`src/rtl/of_scoreboard_ctrl_pkg.sv`:
```
// Shared pipeline definitions: operand source types, size encodings, register count
// and the size-to-mask helper used by decode and operand fetch.
package of_scoreboard_ctrl_pkg;

  localparam int PIPE_NREGS = 16;
  localparam int PIPE_DW    = 64;

  typedef enum logic [1:0] {
    SRC_REGISTER = 2'b00,
    SRC_MEMORY   = 2'b01,
    SRC_IMM      = 2'b10
  } src_type_e;

  typedef enum logic [1:0] {
    SZ_8  = 2'b00,
    SZ_16 = 2'b01,
    SZ_32 = 2'b10,
    SZ_64 = 2'b11
  } op_size_e;

  function automatic logic [63:0] size_mask(input logic [1:0] size);
    logic [63:0] m;
    case (size)
      SZ_8:    m = 64'h0000_0000_0000_00FF;
      SZ_16:   m = 64'h0000_0000_0000_FFFF;
      SZ_32:   m = 64'h0000_0000_FFFF_FFFF;
      default: m = 64'hFFFF_FFFF_FFFF_FFFF;
    endcase
    return m;
  endfunction

endpackage

```
`src/rtl/of_scoreboard_ctrl_scoreboard.sv`:
```
// Register busy scoreboard: issue sets a bit, writeback clears it, flush wipes all.
module of_scoreboard
  import of_scoreboard_ctrl_pkg::*;
#(
  parameter int NREGS = PIPE_NREGS
) (
  input  logic                     clk,
  input  logic                     reset_n,
  input  logic                     set_en_i,
  input  logic [$clog2(NREGS)-1:0] set_reg_i,
  input  logic                     clr_en_i,
  input  logic [$clog2(NREGS)-1:0] clr_reg_i,
  input  logic                     flush_i,
  output logic [NREGS-1:0]         sb_o
);

  logic [NREGS-1:0] sb_q, sb_d;

  // Set is applied after clear so a same-cycle set/clear on one register leaves it busy.
  always_comb begin
    sb_d = sb_q;
    if (clr_en_i) sb_d[clr_reg_i] = 1'b0;
    if (set_en_i) sb_d[set_reg_i] = 1'b1;
    if (flush_i)  sb_d = '0;
  end

  always_ff @(posedge clk or negedge reset_n) begin
    if (!reset_n) sb_q <= '0;
    else          sb_q <= sb_d;
  end

  assign sb_o = sb_q;

endmodule

```
`src/rtl/of_scoreboard_ctrl.sv`:
```
// Operand-fetch stage: hazard check against the scoreboard, operand masking and
// the registered handoff to execute with a valid/ready handshake.
module of_scoreboard_ctrl
  import of_scoreboard_ctrl_pkg::*;
#(
  parameter int NREGS = PIPE_NREGS,
  parameter int DW    = PIPE_DW
) (
  input  logic                     clk,
  input  logic                     reset_n,
  input  logic                     dec_valid,
  output logic                     dec_ready,
  input  logic [7:0]               dec_op,
  input  logic [1:0]               dec_srcty,
  input  logic [$clog2(NREGS)-1:0] dec_srcreg,
  input  logic [$clog2(NREGS)-1:0] dec_dstreg,
  input  logic                     dec_dst_wr,
  input  logic [DW-1:0]            dec_imm,
  input  logic [1:0]               dec_size,
  output logic [$clog2(NREGS)-1:0] rf_rd_addr1,
  output logic [$clog2(NREGS)-1:0] rf_rd_addr2,
  input  logic [DW-1:0]            rf_rd_data1,
  input  logic [DW-1:0]            rf_rd_data2,
  output logic                     ex_valid,
  input  logic                     ex_ready,
  output logic [7:0]               ex_op,
  output logic [DW-1:0]            ex_oper1,
  output logic [DW-1:0]            ex_oper2,
  output logic [$clog2(NREGS)-1:0] ex_dstreg,
  output logic [1:0]               ex_size,
  input  logic                     wb_valid,
  input  logic [$clog2(NREGS)-1:0] wb_reg,
  input  logic                     flush,
  output logic [NREGS-1:0]         busy_mask,
  output logic [15:0]              stall_cnt
);

  logic [NREGS-1:0]         sb;
  logic                     hazard, issue;
  logic [DW-1:0]            mask_w, oper1_d, oper2_d;
  logic                     ex_valid_q, ex_valid_d;
  logic [7:0]               ex_op_q;
  logic [DW-1:0]            ex_oper1_q, ex_oper2_q;
  logic [$clog2(NREGS)-1:0] ex_dstreg_q;
  logic [1:0]               ex_size_q;
  logic [15:0]              stall_cnt_q, stall_cnt_d;

  assign hazard    = sb[dec_dstreg] | ((dec_srcty == SRC_REGISTER) & sb[dec_srcreg]);
  assign dec_ready = !flush & !hazard & (!ex_valid_q | ex_ready);
  assign issue     = dec_valid & dec_ready;

  of_scoreboard #(.NREGS(NREGS)) u_sb (
    .clk       (clk),
    .reset_n   (reset_n),
    .set_en_i  (issue & dec_dst_wr),
    .set_reg_i (dec_dstreg),
    .clr_en_i  (wb_valid),
    .clr_reg_i (wb_reg),
    .flush_i   (flush),
    .sb_o      (sb)
  );

  // Memory operands arrive already sized by the load path, so they bypass masking.
  always_comb begin
    mask_w  = DW'(size_mask(dec_size));
    oper1_d = rf_rd_data1 & mask_w;
    case (dec_srcty)
      SRC_REGISTER: oper2_d = rf_rd_data2 & mask_w;
      SRC_MEMORY:   oper2_d = dec_imm;
      default:      oper2_d = dec_imm & mask_w;
    endcase
  end

  always_comb begin
    ex_valid_d  = ex_valid_q;
    stall_cnt_d = stall_cnt_q;
    if (flush)         ex_valid_d = 1'b0;
    else if (issue)    ex_valid_d = 1'b1;
    else if (ex_ready) ex_valid_d = 1'b0;
    if (dec_valid & hazard & !flush & (stall_cnt_q != 16'hFFFF))
      stall_cnt_d = stall_cnt_q + 16'd1;
  end

  always_ff @(posedge clk or negedge reset_n) begin
    if (!reset_n) begin
      ex_valid_q  <= 1'b0;
      ex_op_q     <= '0;
      ex_oper1_q  <= '0;
      ex_oper2_q  <= '0;
      ex_dstreg_q <= '0;
      ex_size_q   <= '0;
      stall_cnt_q <= '0;
    end else begin
      ex_valid_q  <= ex_valid_d;
      stall_cnt_q <= stall_cnt_d;
      if (issue) begin
        ex_op_q     <= dec_op;
        ex_oper1_q  <= oper1_d;
        ex_oper2_q  <= oper2_d;
        ex_dstreg_q <= dec_dstreg;
        ex_size_q   <= dec_size;
      end
    end
  end

  assign rf_rd_addr1 = dec_dstreg;
  assign rf_rd_addr2 = dec_srcreg;
  assign ex_valid    = ex_valid_q;
  assign ex_op       = ex_op_q;
  assign ex_oper1    = ex_oper1_q;
  assign ex_oper2    = ex_oper2_q;
  assign ex_dstreg   = ex_dstreg_q;
  assign ex_size     = ex_size_q;
  assign busy_mask   = sb;
  assign stall_cnt   = stall_cnt_q;

endmodule

```
`config.mk`:
```
export PLATFORM = sky130hd
export DESIGN_NAME = of_scoreboard_ctrl
export DESIGN_NICKNAME = d
export VERILOG_FILES = /design/src/rtl/of_scoreboard_ctrl_pkg.sv /design/src/rtl/of_scoreboard_ctrl_scoreboard.sv /design/src/rtl/of_scoreboard_ctrl.sv
export SDC_FILE = /design/constraint.sdc
export NUM_CORES = 1
export LEC_CHECK = 0
export ABC_AREA = 1
export CAP_MARGIN = 20
export CORE_AREA = 2 2 158 160
export CTS_BUF_LIST = sky130_fd_sc_hd__clkbuf_8
export DETAILED_ROUTE_END_ITERATION = 12
export DIE_AREA = 0 0 160 162
export HOLD_SLACK_MARGIN = 0.12
export PLACE_DENSITY = 0.78
export SLEW_MARGIN = 20
export SYNTH_ARGS = -nofsm -noshare
export SYNTH_HDL_FRONTEND = slang
export SYNTH_SLANG_ARGS = --single-unit
```
`constraint.sdc`:
```
create_clock -name clk -period 2.2 [get_ports clk]
set_clock_uncertainty 0.1 [all_clocks]
set_input_delay 0.66 -clock clk [delete_from_list [all_inputs] [get_ports clk]]
set_output_delay 0.66 -clock clk [all_outputs]
set_load 0.01 [all_outputs]
```
==> metrics <==
syn_nets=1319; CP max stage delay=0.27 ns; Worst Setup End Kind=flop; Die H=162 um; TritonCTS Buffers=17; P_leak=0.00816 uW; cell row count=57; Gate Count Post-Synth=1095; Worst Path Arrival=2.74 ns; top cell family by delay on the critical path=buffers and inverters; gr ovfl total=0; DR iter-0 viols=563; DRC Markers=0; combinational power share=0.323; Starting Density=0.354; Tmin final=2.47 ns; post-synthesis sequential area ratio=0.513; syn avg cell area=7.80 um^2; H-tree depth=4; Synth area leaders=dfrtp_1 51%, nand2_1 15%, o21ai_0 7.8%; clk slew on worst S/H paths=0.11 ns; critical path required time=2.47 ns; Worst Setup Start Kind=input pin; outcome=finished, violations left; critical path fanouts, max=7; initial antenna violation count=3; hold_ws=0.383 ns; clock root cell=clkbuf_8; total track usage=0.260; via count=9742; violated checks=setup timing; area of placed instances=13600 um^2; vias per std cell=5.03; first-pass GRT wire length=52600 um; Cell Area, Synth=8540 um^2; worst ir drop on vdd=409 uV; commonest non-fill, non-tap cell in the layout=nand2_1; Routed Antenna Nets=0; Synth Flop Type=dfrtp_1; Core Region=24100 um^2; Fill cells=1990; Post-DP HPWL=23900 um; layout overhead on the synthesized area=81.9%; Psw=2950 uW; final instance area=15500 um^2; min-delay worst type=flop to flop; Int Pwr=6110 uW; Worst Tran Pin Value=0.570 ns; share of cells above drive strength 1=0.193; die width=160 um; number of flops mapped to enable cells by yosys=0; I/O Buffers=406; commonest cells after routing, fill and taps aside=315 x nand2_1, 278 x clkdlybuf4s50_1, 165 x dfrtp_1; Post-synth ARST share=1.00; Final Hold Vio Count=0; vias in the first global route=9685; final worst slack=-0.266 ns; GPL Wtd Cong=0.912; Synth top area share=0.513; Slew Limit Fails=0; Fmax=0.405 GHz; total of max-cap violations=0; final setup fails=164; DIE AREA=25900 um^2; io pins=407; clk buf depth=2; YS warnings=0; fin nets=1821; unrepaired setup endpoints after global routing=true; Cell Pwr Density=584 nW/um^2; final wirelength=35700 um; Seq pwr share=0.426; CTS tree=done; cell chain of the critical path=buf_6 > bufbuf_16 > nand3_1 > nand4_1 > nand2_1 > nand2_1 > nor2_2 > nand3_2 > buf_4 > buf_6 > nor2_4 > clkinv_4 > buf_6 > buf_12 > bufbuf_16 > nand2_1 > o21ai_1; clk sinks=175; clk_lat worst skew=0.47 ns; Yosys top cell by area=dfrtp_1; wire per inst=18.5 um; fin crit share=1.12; CP Class=input pin to flop; Slew HR=0.620; Slowest-stage cell, CP=bufbuf_16; WP buf/inv=8; largest net degree at the start of global routing=58; drt pass-1 iters=5; #FFs+latches synth=175; Net Sw Frac=0.326; Clk pwr share=0.251; dpl ws=-1.10 ns; synth unique cells=27
==> state kept, by name, indices dropped and copies added (netlist names) <==
name / cells
ex_oper2: 64
ex_op: 8
ex_oper1: 64
u_sb.sb_o: 16
ex_dstreg: 4
ex_valid: 1
stall_cnt: 16
ex_size: 2
==> layer usage <==
| metal | routed length (um) | track usage | vias to the layer above | part of all wire |
|---|---|---|---|---|
| li1 | - | - | 4592 | - |
| met1 | 14100 | 0.311 | 4683 | 0.40 |
| met2 | 17800 | 0.452 | 405 | 0.50 |
| met3 | 2780 | 0.0712 | 60 | 0.078 |
| met4 | 970 | 0.0921 | 2 | 0.027 |
| met5 | 13 | 0 | - | 0.00036 |
==> what timing repair did <==
action / in CTS / in global routing
gates resized for setup: 170 / 131
hold buffers: 1 / 0
pin swaps: 19 / 20
setup endpoints to repair: 242 / 239
endpoints found under the hold margin: 35 / 0
cloned: 17 / 9
setup buffers: 30 / 11
==> synth_stat cells, types with 6 or more instances <==
cell      count
nand2_1     342
dfrtp_1     175
o21ai_0     133
nand3_1     119
nor2_1       72
o21ai_1      67
inv_1        42
clkbuf_1     36
buf_2        27
a21oi_1      20
buf_4        15
or2_2         9
xor2_1        7
xnor2_1       6
==> stage by stage <==
stage | total power, uW | TNS, ns | util | std cells
after detailed placement | 6530 | -142.06 | 0.564 | 1839
after floorplan | 4790 | 0 | - | 1095
final | 9060 | -27.04 | 0.644 | 1935
after global routing | 9500 | -41.03 | 0.644 | 1935
after CTS | 9030 | -16.76 | 0.620 | 1919
after global placement | 6490 | -138.53 | 0.564 | 1839
==> power by group through the flow <==
stage | clock [uW] | sequential, uW | combinational (uW)
after floorplan | 0 | 4100 | 687
after global placement | 0 | 3900 | 2590
after detailed placement | 0 | 3910 | 2620
after CTS | 2330 | 3850 | 2850
after global routing | 2460 | 3910 | 3130
final | 2270 | 3860 | 2920
==> kinds of logic after synthesis <==
group | count (synthesis) | share of synthesized area
and+or+nand+nor | 557 | 0.272
AOI/OAI and AO/OA | 224 | 0.133
DFF | 175 | 0.513
buffers and inverters | 125 | 0.0673
xor gates and xnor gates | 13 | 0.0133
adders and majority gates | 1 | 0.00147
==> final cells by class <==
cell class / instances / area, um^2 / share of cell area
Clock inverter: 14 / 139 / 0.00894
Timing Repair Buffer: 563 / 6210 / 0.400
Inverter: 45 / 174 / 0.0112
Sequential cell: 175 / 4390 / 0.283
Antenna cell: 1 / 2.50 / 0.000161
Tap cell: 324 / 405 / 0.0261
Clock buffer: 18 / 248 / 0.0160
Multi-Input combinational cell: 795 / 3960 / 0.255
==> tightest hold or removal path, stage by stage (launching register included) <==
cell and delay, ns:
dfrtp_1 0.36, nand2_1 0.05, nand2_1 0.04
==> final timing paths <==
check                                    from      endpoint  slack [ns]  cells after the start
min in group asynchronous             reset_n   ex_oper2[0]        0.59                      2
worst max register to register   u_sb.sb_o[1]   ex_oper2[4]       -0.26                     15
max in group asynchronous             reset_n  ex_oper2[36]        0.79                      3
worst min register to register    ex_oper1[4]   ex_oper1[4]        0.38                      2
worst min-delay path              ex_oper1[4]   ex_oper1[4]        0.38                      2
worst max-delay path            dec_dstreg[0]   ex_oper2[4]       -0.27                     17
(Power assumes the default switching activity.)
